===== config.mk =====
export PLATFORM = sky130hd
export DESIGN_NAME = ae_sample_fill
export DESIGN_NICKNAME = d
export VERILOG_FILES = /design/src/rtl/ae_sample_fill.sv
export SDC_FILE = /design/constraint.sdc
export NUM_CORES = 1
export LEC_CHECK = 0
export ABC_AREA = 1
export BUFFER_PORTS_ARGS = -buffer_cell sky130_fd_sc_hd__buf_2
export CAP_MARGIN = 10
export CORE_MARGIN = 1
export CORE_UTILIZATION = 56
export CTS_BUF_LIST = sky130_fd_sc_hd__clkbuf_4
export DETAILED_ROUTE_END_ITERATION = 8
export GPL_TIMING_DRIVEN = 1
export PLACE_DENSITY = 0.92
export RECOVER_POWER = 50
export SYNTH_ARGS = -nofsm -noshare
export SYNTH_HDL_FRONTEND = slang
export SYNTH_SLANG_ARGS = --single-unit

===== constraint.sdc =====
create_clock -name clk -period 3.9 [get_ports clk]
set_input_delay 1.17 -clock clk [delete_from_list [all_inputs] [get_ports clk]]
set_output_delay 1.17 -clock clk [all_outputs]
set_load 0.02 [all_outputs]

===== src/rtl/ae_sample_fill.sv =====
`timescale 1ns/1ps
// -----------------------------------------------------------------------------
// ae_sample_fill
//
// Acquisition-engine front end. Raw 4-bit signed I/Q ADC samples are
// rate-converted by a RATE_WIDTH-bit NCO integrate-and-dump. Each dump is
// requantised to a 4-bit sign/magnitude I/Q sample and written into the AE
// sample buffer. A small run-control FSM (IDLE/PREP/FILL/DONE) handles
// start, abort and termination when the buffer reports full.
//
// Optional build macro: AE_SAMPLE_FILL_STAT_EN
//   When defined, adds stat_total / stat_mag sample statistics outputs
//   used by the firmware mag_thr AGC loop. When undefined they are absent.
//
// Parameters
//   ACC_WIDTH   signed width of the I and Q integrators (saturating)
//   RATE_WIDTH  width of the NCO phase accumulator and rate_word
//
// Ports
//   clk           in   system clock
//   rst_b         in   asynchronous reset, active low
//   adc_i, adc_q  in   raw I/Q samples, two's complement, 4 bits
//   adc_valid     in   raw sample strobe
//   rate_word     in   NCO increment (out rate = adc rate * rate_word / 2^RATE_WIDTH)
//   mag_thr       in   unsigned magnitude threshold for the mag bits
//   start         in   pulse: (re)start a fill
//   abort         in   pulse: stop immediately (wins over start)
//   write_full    in   buffer full
//   refill        out  pulse to buffer: reset its write pointer
//   sample_in     out  {i_sign, i_mag, q_sign, q_mag}
//   sample_valid  out  sample_in valid for one cycle
//   busy          out  high while in PREP or FILL
//   done          out  one-cycle pulse when a fill ends on write_full
//   stat_total    out  (STAT_EN) emitted sample count, saturating
//   stat_mag      out  (STAT_EN) emitted i_mag+q_mag bit count, saturating
// -----------------------------------------------------------------------------
module ae_sample_fill #(
  parameter int ACC_WIDTH  = 8,
  parameter int RATE_WIDTH = 32
) (
  input  logic                  clk,
  input  logic                  rst_b,
  input  logic [3:0]            adc_i,
  input  logic [3:0]            adc_q,
  input  logic                  adc_valid,
  input  logic [RATE_WIDTH-1:0] rate_word,
  input  logic [ACC_WIDTH-2:0]  mag_thr,
  input  logic                  start,
  input  logic                  abort,
  input  logic                  write_full,
  output logic                  refill,
  output logic [3:0]            sample_in,
  output logic                  sample_valid,
  output logic                  busy,
  output logic                  done
`ifdef AE_SAMPLE_FILL_STAT_EN
  ,
  output logic [15:0]           stat_total,
  output logic [15:0]           stat_mag
`endif
);

  typedef enum logic [1:0] {
    ST_IDLE = 2'd0,
    ST_PREP = 2'd1,
    ST_FILL = 2'd2,
    ST_DONE = 2'd3
  } state_t;

  // Symmetric saturation limits: the integrators never hold -2^(ACC_WIDTH-1),
  // so the magnitude of any held value fits in ACC_WIDTH-1 bits.
  localparam logic signed [ACC_WIDTH:0] ACC_MAX = (ACC_WIDTH+1)'(2**(ACC_WIDTH-1) - 1);
  localparam logic signed [ACC_WIDTH:0] ACC_MIN = -ACC_MAX;

  // Clamp a one-bit-wider sum into the symmetric integrator range.
  function automatic logic signed [ACC_WIDTH-1:0] sat_acc(input logic signed [ACC_WIDTH:0] v);
    logic signed [ACC_WIDTH:0] c;
    if (v > ACC_MAX)      c = ACC_MAX;
    else if (v < ACC_MIN) c = ACC_MIN;
    else                  c = v;
    return c[ACC_WIDTH-1:0];
  endfunction

  // Sign/magnitude requantisation of one rail: {sign, mag}.
  // Zero is positive and only reaches mag = 1 when the threshold is zero.
  function automatic logic [1:0] quant(input logic signed [ACC_WIDTH-1:0] s,
                                       input logic [ACC_WIDTH-2:0]        thr);
    logic                 neg;
    logic [ACC_WIDTH-1:0] mag_abs;
    neg     = s[ACC_WIDTH-1];
    mag_abs = neg ? unsigned'(-s) : unsigned'(s);
    return {neg, (mag_abs >= {1'b0, thr})};
  endfunction

  // ---------------------------------------------------------------------------
  // Control state
  // ---------------------------------------------------------------------------
  state_t r_state;
  state_t w_state_nxt;

  logic   r_refill;
  logic   r_busy;
  logic   r_done;
  logic   r_sample_valid;
  logic [3:0] r_sample;

  logic [RATE_WIDTH-1:0]        r_phase;
  logic signed [ACC_WIDTH-1:0]  r_acc_i;
  logic signed [ACC_WIDTH-1:0]  r_acc_q;

  // Abort has priority over start; both override the per-state transitions.
  always_comb begin
    w_state_nxt = r_state;
    if (abort) begin
      w_state_nxt = ST_IDLE;
    end else if (start) begin
      w_state_nxt = ST_PREP;
    end else begin
      case (r_state)
        ST_IDLE: w_state_nxt = ST_IDLE;
        ST_PREP: w_state_nxt = ST_FILL;
        ST_FILL: if (write_full) w_state_nxt = ST_DONE;
        ST_DONE: w_state_nxt = ST_IDLE;
        default: w_state_nxt = ST_IDLE;
      endcase
    end
  end

  // Outputs are registered from the next state so they line up with the
  // state they describe.
  always_ff @(posedge clk or negedge rst_b) begin
    if (!rst_b) begin
      r_state  <= ST_IDLE;
      r_refill <= 1'b0;
      r_busy   <= 1'b0;
      r_done   <= 1'b0;
    end else begin
      r_state  <= w_state_nxt;
      r_refill <= (w_state_nxt == ST_PREP);
      r_busy   <= (w_state_nxt == ST_PREP) || (w_state_nxt == ST_FILL);
      r_done   <= (w_state_nxt == ST_DONE);
    end
  end

  // ---------------------------------------------------------------------------
  // NCO and integrators (combinational sums for the current adc sample)
  // ---------------------------------------------------------------------------
  logic [RATE_WIDTH:0]         w_phase_sum;
  logic                        w_carry;
  logic signed [ACC_WIDTH:0]   w_adc_i_x;
  logic signed [ACC_WIDTH:0]   w_adc_q_x;
  logic signed [ACC_WIDTH:0]   w_sum_i;
  logic signed [ACC_WIDTH:0]   w_sum_q;
  logic signed [ACC_WIDTH-1:0] w_sat_i;
  logic signed [ACC_WIDTH-1:0] w_sat_q;
  logic [1:0]                  w_qi;
  logic [1:0]                  w_qq;
  logic                        w_accum;
  logic                        w_dump;

  assign w_phase_sum = {1'b0, r_phase} + {1'b0, rate_word};
  assign w_carry     = w_phase_sum[RATE_WIDTH];

  assign w_adc_i_x = {{(ACC_WIDTH-3){adc_i[3]}}, adc_i};
  assign w_adc_q_x = {{(ACC_WIDTH-3){adc_q[3]}}, adc_q};
  assign w_sum_i   = {r_acc_i[ACC_WIDTH-1], r_acc_i} + w_adc_i_x;
  assign w_sum_q   = {r_acc_q[ACC_WIDTH-1], r_acc_q} + w_adc_q_x;
  assign w_sat_i   = sat_acc(w_sum_i);
  assign w_sat_q   = sat_acc(w_sum_q);
  assign w_qi      = quant(w_sat_i, mag_thr);
  assign w_qq      = quant(w_sat_q, mag_thr);

  // Accumulate only while staying in FILL: any exit this cycle (abort,
  // restart, buffer full) drops the sample and any dump it would complete.
  assign w_accum = (r_state == ST_FILL) && adc_valid && !abort && !start && !write_full;
  assign w_dump  = w_accum && w_carry;

  // ---------------------------------------------------------------------------
  // Datapath registers: phase, integrators, dumped sample
  // ---------------------------------------------------------------------------
  always_ff @(posedge clk or negedge rst_b) begin
    if (!rst_b) begin
      r_phase        <= '0;
      r_acc_i        <= '0;
      r_acc_q        <= '0;
      r_sample       <= 4'd0;
      r_sample_valid <= 1'b0;
    end else begin
      r_sample_valid <= w_dump;
      if (r_state == ST_PREP) begin
        r_phase <= '0;
        r_acc_i <= '0;
        r_acc_q <= '0;
      end else if (w_accum) begin
        r_phase <= w_phase_sum[RATE_WIDTH-1:0];
        if (w_carry) begin
          // The carrying sample is part of this dump; integration restarts
          // from zero with the next sample.
          r_acc_i  <= '0;
          r_acc_q  <= '0;
          r_sample <= {w_qi, w_qq};
        end else begin
          r_acc_i <= w_sat_i;
          r_acc_q <= w_sat_q;
        end
      end
    end
  end

  assign refill       = r_refill;
  assign busy         = r_busy;
  assign done         = r_done;
  assign sample_in    = r_sample;
  assign sample_valid = r_sample_valid;

`ifdef AE_SAMPLE_FILL_STAT_EN
  // ---------------------------------------------------------------------------
  // Sample statistics for the AGC loop; updated together with each dump so
  // they are current in the same cycle sample_valid is presented.
  // ---------------------------------------------------------------------------
  logic [15:0] r_stat_total;
  logic [15:0] r_stat_mag;
  logic [15:0] w_stat_total_nxt;
  logic [1:0]  w_mag_bits;
  logic [16:0] w_stat_mag_sum;
  logic [15:0] w_stat_mag_nxt;

  assign w_stat_total_nxt = (r_stat_total == 16'hFFFF) ? r_stat_total : r_stat_total + 16'd1;
  assign w_mag_bits       = {1'b0, w_qi[0]} + {1'b0, w_qq[0]};
  assign w_stat_mag_sum   = {1'b0, r_stat_mag} + {15'd0, w_mag_bits};
  assign w_stat_mag_nxt   = w_stat_mag_sum[16] ? 16'hFFFF : w_stat_mag_sum[15:0];

  always_ff @(posedge clk or negedge rst_b) begin
    if (!rst_b) begin
      r_stat_total <= 16'd0;
      r_stat_mag   <= 16'd0;
    end else if (r_state == ST_PREP) begin
      r_stat_total <= 16'd0;
      r_stat_mag   <= 16'd0;
    end else if (w_dump) begin
      r_stat_total <= w_stat_total_nxt;
      r_stat_mag   <= w_stat_mag_nxt;
    end
  end

  assign stat_total = r_stat_total;
  assign stat_mag   = r_stat_mag;
`endif

endmodule


==> metrics.txt, run 1 <==
status finished with violations; failing checks capacitance limit, slew limit, setup timing; Cell Area, Synth between 5000 and 6000 sq um; largest net degree at the start of global routing 51; TritonCTS buffer count 9; max capacitance violation total 1; clk sinks between 50 and 60; WS Path Type input pin to flip-flop; Clock transition at path regs ~0.12 ns; Final Hold Viols 0; Post-DRT Antenna Nets 0; total number of vias 6224; Root Buffer clkbuf_4; final wirelength between 15000 and 20000 um; Worst R2R End sample_in[0]$_DFFE_PN0P_; vias in the first global route between 5000 and 6000; Min-Delay Startpoint r_phase[25]$_DFFE_PN0P_; clk buf depth 2; setup TNS -0.314 ns; initial antenna violation count 0; Hold Path End r_phase[25]$_DFFE_PN0P_; Seq cells post-synth between 50 and 60; post-synth top area share roughly a quarter; hold depth 2; fin cells about 1100; max-slew violations 44; Arr. time, crit path between 4 and 5 ns; final period utilization 105%; Cell variety after synth 42; Horiz. Die Dim a little over 100 um; num rows 36; Seq/Total Area, Yosys roughly a quarter; startpoint types input pin; drt wl/cell approximately 15 um; final setup vio count 2; Final Cell Area roughly 6800 sq um; Top FF cell, synth dfrtp_1; post-route DRC violation count 0; Req. time, crit path between 4 and 5 ns; Post-Syn Area per Cell just under 7 sq um; Synth area leader dfrtp_1; Post-Syn Instances between 800 and 900; Synth area leaders dfrtp_1 26%, nand2_1 16%, ha_1 15%; Leak Pwr 3.77 nW; setup slack, reg-to-reg ~0.2 ns; Slew @ Worst Pin around 2.4 ns; IO buf count 60; GRT overflow 0; share of cells above drive strength 1 a little over a fifth; CP max FO 3; Initial Util roughly 57%; min Tclk post-route 4.10 ns; CP Capture Type flip-flop; Synthesized Nets approximately 950; Placer Congestion 0.974; Final HPWL DP 11300 um; Pwr per Cell Area 231 nW/um^2; RSZ-0062 raised after global routing true; P&R area growth vs syn 22.3%; Core ar. 9730 sq um; Worst Skew approximately 0.014 ns; Post-synth EDFFs 0; Post-Place Cell Area about 6500 sq um; RR Startpoint r_acc_q[0]$_DFFE_PN0P_; vias per inst 5.72; drt first pass iters 5; DRT iter0 DRCs 448; Cells after DPL 1065; Achievable Freq 244 MHz; final setup margin -0.196 ns; H-tree depth 3; hold buffer count at cts 0; Peak VDD IR 131 uV; die area 10400 sq um; Die Ht a little over 100 um; Synth warnings 0; asr flop ratio synth 100%; path type of the worst min-delay path flip-flop to flip-flop; first-pass GRT wire length ~25000 um; Nets 1073; count of boundary I/O pins 61; r2r worst-path depth 24; worst-skew pair later-pin latency 0.42 ns; CTS tree done; Slew headroom -58.0%; Total Routing Usage GR 29.8%
## through the flow
| stage | util (%) | power (mW) | worst slack [ns] | hold slack (ns) |
|---|---|---|---|---|
| after floorplan | - | 0.919 | -0.332 | 0.453 |
| after detailed placement | 67.1 | 1.09 | -0.622 | 0.470 |
| after global placement | 67.1 | 1.07 | -0.479 | 0.459 |
| after global routing | 70.2 | 1.67 | -0.375 | 0.510 |
| final | 70.3 | 1.58 | -0.196 | 0.494 |
| after CTS | 68.9 | 1.54 | -0.0407 | 0.497 |
## routing by layer
| layer | vias to the layer above | global-route usage [%] | wire length [um] |
|---|---|---|---|
| met4 | 0 | 12.1 | 695 |
| li1 | 3010 | - | - |
| met3 | 76 | 4.51 | 1180 |
| met2 | 311 | 51.9 | 7630 |
| met5 | - | 0 | 0 |
| met1 | 2827 | 37.0 | 6460 |
## registers in the layout (all words and copies together), names as in the netlist
register and cells:
r_phase 32, r_acc_i 8, r_acc_q 8, sample_in 4
r_state 2, busy 1, done 1, refill 1
sample_valid 1
## worst max-delay path: stages
cell	delay [ns]
buf_6	0.10
ha_4	0.15
fa_1	0.46
or2_4	0.25
a21oi_2	0.12
nand3_1	0.08
nor2_1	0.11
nand3_1	0.09
nand2_2	0.12
buf_4	0.13
buf_4	0.09
buf_4	0.10
a21oi_4	0.05
inv_2	0.04
nand2_1	0.08
xnor2_1	0.20
inv_1	0.09
ha_1	0.27
o21ai_1	0.08
a21boi_1	0.08
o21a_1	0.16
o21ai_1	0.12
a21oi_1	0.08
o21ai_1	0.13
nand2_1	0.07
## worst max path at each step
stage | cells past startpoint | startpoint | slack, ns | to
6_report | 25 | adc_q[0] | -0.20 | sample_in[0]$_DFFE_PN0P_
5_1_grt | 23 | adc_q[0] | -0.38 | sample_in[0]$_DFFE_PN0P_
4_1_cts | 24 | adc_q[0] | -0.04 | sample_in[0]$_DFFE_PN0P_
3_5_place_dp | 24 | adc_q[0] | -0.62 | sample_in[0]$_DFFE_PN0P_
3_3_place_gp | 24 | adc_q[0] | -0.48 | sample_in[0]$_DFFE_PN0P_
2_1_floorplan | 23 | adc_q[0] | -0.33 | sample_in[0]$_DFFE_PN0P_
## Yosys cell counts (2+ instances only)
master and n:
nor4_1 2, a31oi_1 3, o21a_1 6, nand3b_1 3
nand2_1 243, xor2_1 6, a21oi_4 3, a221oi_1 2
o31ai_1 16, nor2_4 2, a21boi_1 2, nor2_1 57
a21o_1 6, o221ai_1 2, ha_1 68, a22o_1 2
nand4_1 16, buf_2 3, fa_1 3, a21boi_0 7
inv_2 8, nand2_2 7, nor3_1 6, o21ai_1 14
o21bai_1 3, a21oi_1 63, inv_1 99, o21ai_0 55
clkbuf_1 8, dfrtp_1 58, nor2_2 2, nand3_1 36
or2_2 3
## where the power goes
part           internal [mW]  leakage (nW)  switching [mW]
combinational          0.208          2.89           0.295
clock                  0.194        0.0737           0.260
sequential             0.615         0.803         0.00814
total                   1.02          3.77           0.562
## layout by cell type, fill, tap and decap left out, types with 3 or more instances in the layout
| cell | Yosys | final |
|---|---|---|
| a21oi_1 | 63 | 58 |
| clkbuf_4 | 0 | 9 |
| nand2_1 | 243 | 237 |
| a21o_1 | 6 | 6 |
| a21boi_0 | 7 | 3 |
| a21oi_4 | 3 | 3 |
| o21bai_1 | 3 | 3 |
| nor2_1 | 57 | 52 |
| dfrtp_1 | 58 | 58 |
| buf_4 | 0 | 66 |
| inv_2 | 8 | 9 |
| a31oi_1 | 3 | 3 |
| o21ai_0 | 55 | 48 |
| nor2_4 | 2 | 4 |
| nand3b_1 | 3 | 3 |
| ha_4 | 0 | 6 |
| o21ai_1 | 14 | 21 |
| a21boi_1 | 2 | 4 |
| o31ai_1 | 16 | 16 |
| nand3_2 | 1 | 3 |
| ha_1 | 68 | 61 |
| nor3_1 | 6 | 6 |
| nand3_1 | 36 | 33 |
| nand2_2 | 7 | 12 |
| nor2_2 | 2 | 5 |
| a21oi_2 | 1 | 6 |
| nand4_1 | 16 | 16 |
| clkbuf_1 | 8 | 3 |
| o21a_1 | 6 | 6 |
| inv_1 | 99 | 97 |
| buf_2 | 3 | 56 |
| xor2_1 | 6 | 5 |
## repair_timing
item                                    in CTS  in global routing
resized for setup                            1                 28
pin swaps                                   11                 24
cloned                                       0                  0
setup buffers                                4                  2
endpoints found under the setup margin       2                  2
## cell type report
class | instances | area (sq um)
clock buffers | 9 | 67.6
diodes | 2 | 5.00
clock inverters | 7 | 68.8
flip-flops and latches | 58 | 1450
well taps | 133 | 166
fillers | 755 | 2890
multi-input cells | 646 | 3870
repair buffers | 127 | 810
inverters | 107 | 404
## cells by family after synthesis
group / synth area share, %
adder cells (fa/ha/maj): 16.3
flip-flops: 25.9
XOR/XNOR: 1.10
AO/OA/AOI/OAI: 20.0
AND/OR/NAND/NOR: 28.5
buffers and inverters: 8.19
Power figures use the tool's default switching activity.
==> run 2: changes to the inputs <==
- TNS_END_PERCENT: default -> 10
==> metrics.txt, run 2 (synthesis results as in run 1) <==
Worst R2R End sample_in[0]$_DFFE_PN0P_; max-slew violations a little over 40; final wirelength about 16000 um; total number of vias between 6000 and 7000; RSZ-0062 raised after global routing true; Total Routing Usage GR 30.1%; vias in the first global route roughly 5700; critical path's slowest cell fa_1; Power, Total 1.63 mW; Slew headroom -45.4%; final period utilization 104%; count of boundary I/O pins 61; Horiz. Die Dim slightly above 100 um; Req. time, crit path approximately 4.2 ns; Initial Util approximately 57%; CP Capture Type flip-flop; num rows 36; GRT overflow 0; WS Path Type input pin to flip-flop; # fillers ~790; Leak Pwr between 3 and 4 nW; Worst setup endpoint sample_in[0]$_DFFE_PN0P_; clk sinks 58; max capacitance violation total 1; RR Startpoint r_acc_q[0]$_DFFE_PN0P_; CTS tree done; final setup margin -0.154 ns; Clock transition at path regs roughly 0.12 ns; Placer Congestion ~0.95; IO buf count 60; setup slack, reg-to-reg between 0.2 and 0.3 ns; max reg flops 32; post-route DRC violation count 0; largest net degree at the start of global routing 51; worst-skew pair later-pin latency ~0.42 ns; TritonCTS buffer count 9; min Tclk post-route a little over 4 ns; Reg with most FFs r_phase; Peak VDD IR roughly 150 uV; Final HPWL DP about 12000 um; Regs by FF count r_phase x32, r_acc_i x8, r_acc_q x8; H-tree depth 3; Achievable Freq 247 MHz; clk buf depth 2; CP max FO 3; startpoint types input pin; Cell Chain, Critical Path buf_6, ha_4, fa_1, or2_4, a21oi_2, nand3_1, nor2_1, nand3_1, nand2_2, nand2_2, nand3_4, inv_2, ha_4, nand2_1, o21ai_2, ha_1, a21boi_2, o21ai_2, a21boi_1, o21a_1, o21ai_1, a21oi_1, o21ai_1, nand2_1; most common cell after layout, fill and taps aside nand2_1; final setup vio count 2; P&R area growth vs syn 20.6%; Nets 1069; DRT iter0 DRCs approximately 430; share of cells above drive strength 1 between 10% and 20%; Final Hold Viols 0; path type of the worst min-delay path flip-flop to flip-flop; failing checks capacitance limit, slew limit, setup timing; commonest non-fill, non-tap cells in the layout 242 x nand2_1, 97 x inv_1, 64 x ha_1; r2r worst-path depth 23; drt first pass iters 5; Post-DRT Antenna Nets 0; first-pass GRT wire length about 25000 um; Arr. time, crit path about 4.4 ns; Die Ht 102 um; status finished with violations; vias per inst ~5.6; die area roughly 10000 sq um; drt wl/cell 14.4 um; Worst Skew approximately 0.026 ns; Critical Path Start adc_q[0]; initial antenna violation count 1; Root Buffer clkbuf_4; final core utilization 69.3%; Slew @ Worst Pin 2.18 ns; Pwr per Cell Area 242 nW/um^2; Core ar. 9730 sq um; slowest stage delay, CP about 0.46 ns
## run 2: cell types whose count changed in the layout (fill, tap and decap cells not counted), sizes merged
cell	previous run	this run
buf	124	120
bufinv	1	2
clkinv	4	2
clkinvlp	1	2
diode	2	1
## run 2: worst min path at each step
stage	from	to	slack (ns)	cells past startpoint
floorplan	r_phase[22]$_DFFE_PN0P_	r_phase[22]$_DFFE_PN0P_	0.45	2
global placement	sample_in[0]$_DFFE_PN0P_	sample_in[0]$_DFFE_PN0P_	0.46	2
detailed placement	sample_in[0]$_DFFE_PN0P_	sample_in[0]$_DFFE_PN0P_	0.46	2
CTS	sample_in[0]$_DFFE_PN0P_	sample_in[0]$_DFFE_PN0P_	0.49	2
global route	r_acc_i[6]$_DFFE_PN0P_	r_acc_i[6]$_DFFE_PN0P_	0.52	2
finish	sample_in[0]$_DFFE_PN0P_	sample_in[0]$_DFFE_PN0P_	0.49	2
## run 2: final cells by class
| type | instances | area, sq um | share of cell area, % |
|---|---|---|---|
| antenna | 1 | 2.50 | 0.0371 |
| tap | 133 | 166 | 2.47 |
| clock inverter | 7 | 92.6 | 1.37 |
| sequential | 58 | 1450 | 21.5 |
| timing repair buffer | 123 | 773 | 11.5 |
| clock buffer | 9 | 67.6 | 1.00 |
| inverter | 107 | 402 | 5.95 |
| multi-input combinational | 646 | 3790 | 56.2 |
## run 2: critical path, delay by kind of cell
family,cells,cell delay (ns)
compound gates,9,1.05
fa+ha+maj,4,1.09
simple gates,9,0.89
buf+inv,2,0.16
## run 2: repair_timing
action	in CTS	in global routing
hold buffers	0	0
setup endpoints to repair	2	2
gates resized for setup	11	6
pin swaps	18	2
buffers inserted	2	0
## run 2: through the flow
step | TNS (ns) | hold slack, ns | instances | cell area (sq um) | setup slack [ns]
3_5_place_dp | -1.44 | 0.457 | 1065 | 6510 | -0.787
3_3_place_gp | -0.936 | 0.455 | 1065 | 6510 | -0.488
2_1_floorplan | -0.651 | 0.453 | 823 | 5630 | -0.332
6_report | -0.216 | 0.489 | 1084 | 6750 | -0.154
5_1_grt | -0.645 | 0.520 | 1083 | 6740 | -0.352
4_1_cts | -0.135 | 0.485 | 1083 | 6710 | -0.0717
## run 2: metal layers
metal  GRT usage (%)  share of wire (%)  vias up
met5               0                  0        -
met4            14.1                4.5        0
met3            5.75                6.8       77
met2            54.6                 48      249
met1            34.2                 40     2768
li1                -                  -     3006
## run 2: report_power, final
| group | internal (mW) | total (mW) | switching (mW) |
|---|---|---|---|
| Clock | 0.259 | 0.522 | 0.263 |
| Sequential | 0.615 | 0.624 | 0.00859 |
| Combinational | 0.198 | 0.484 | 0.287 |
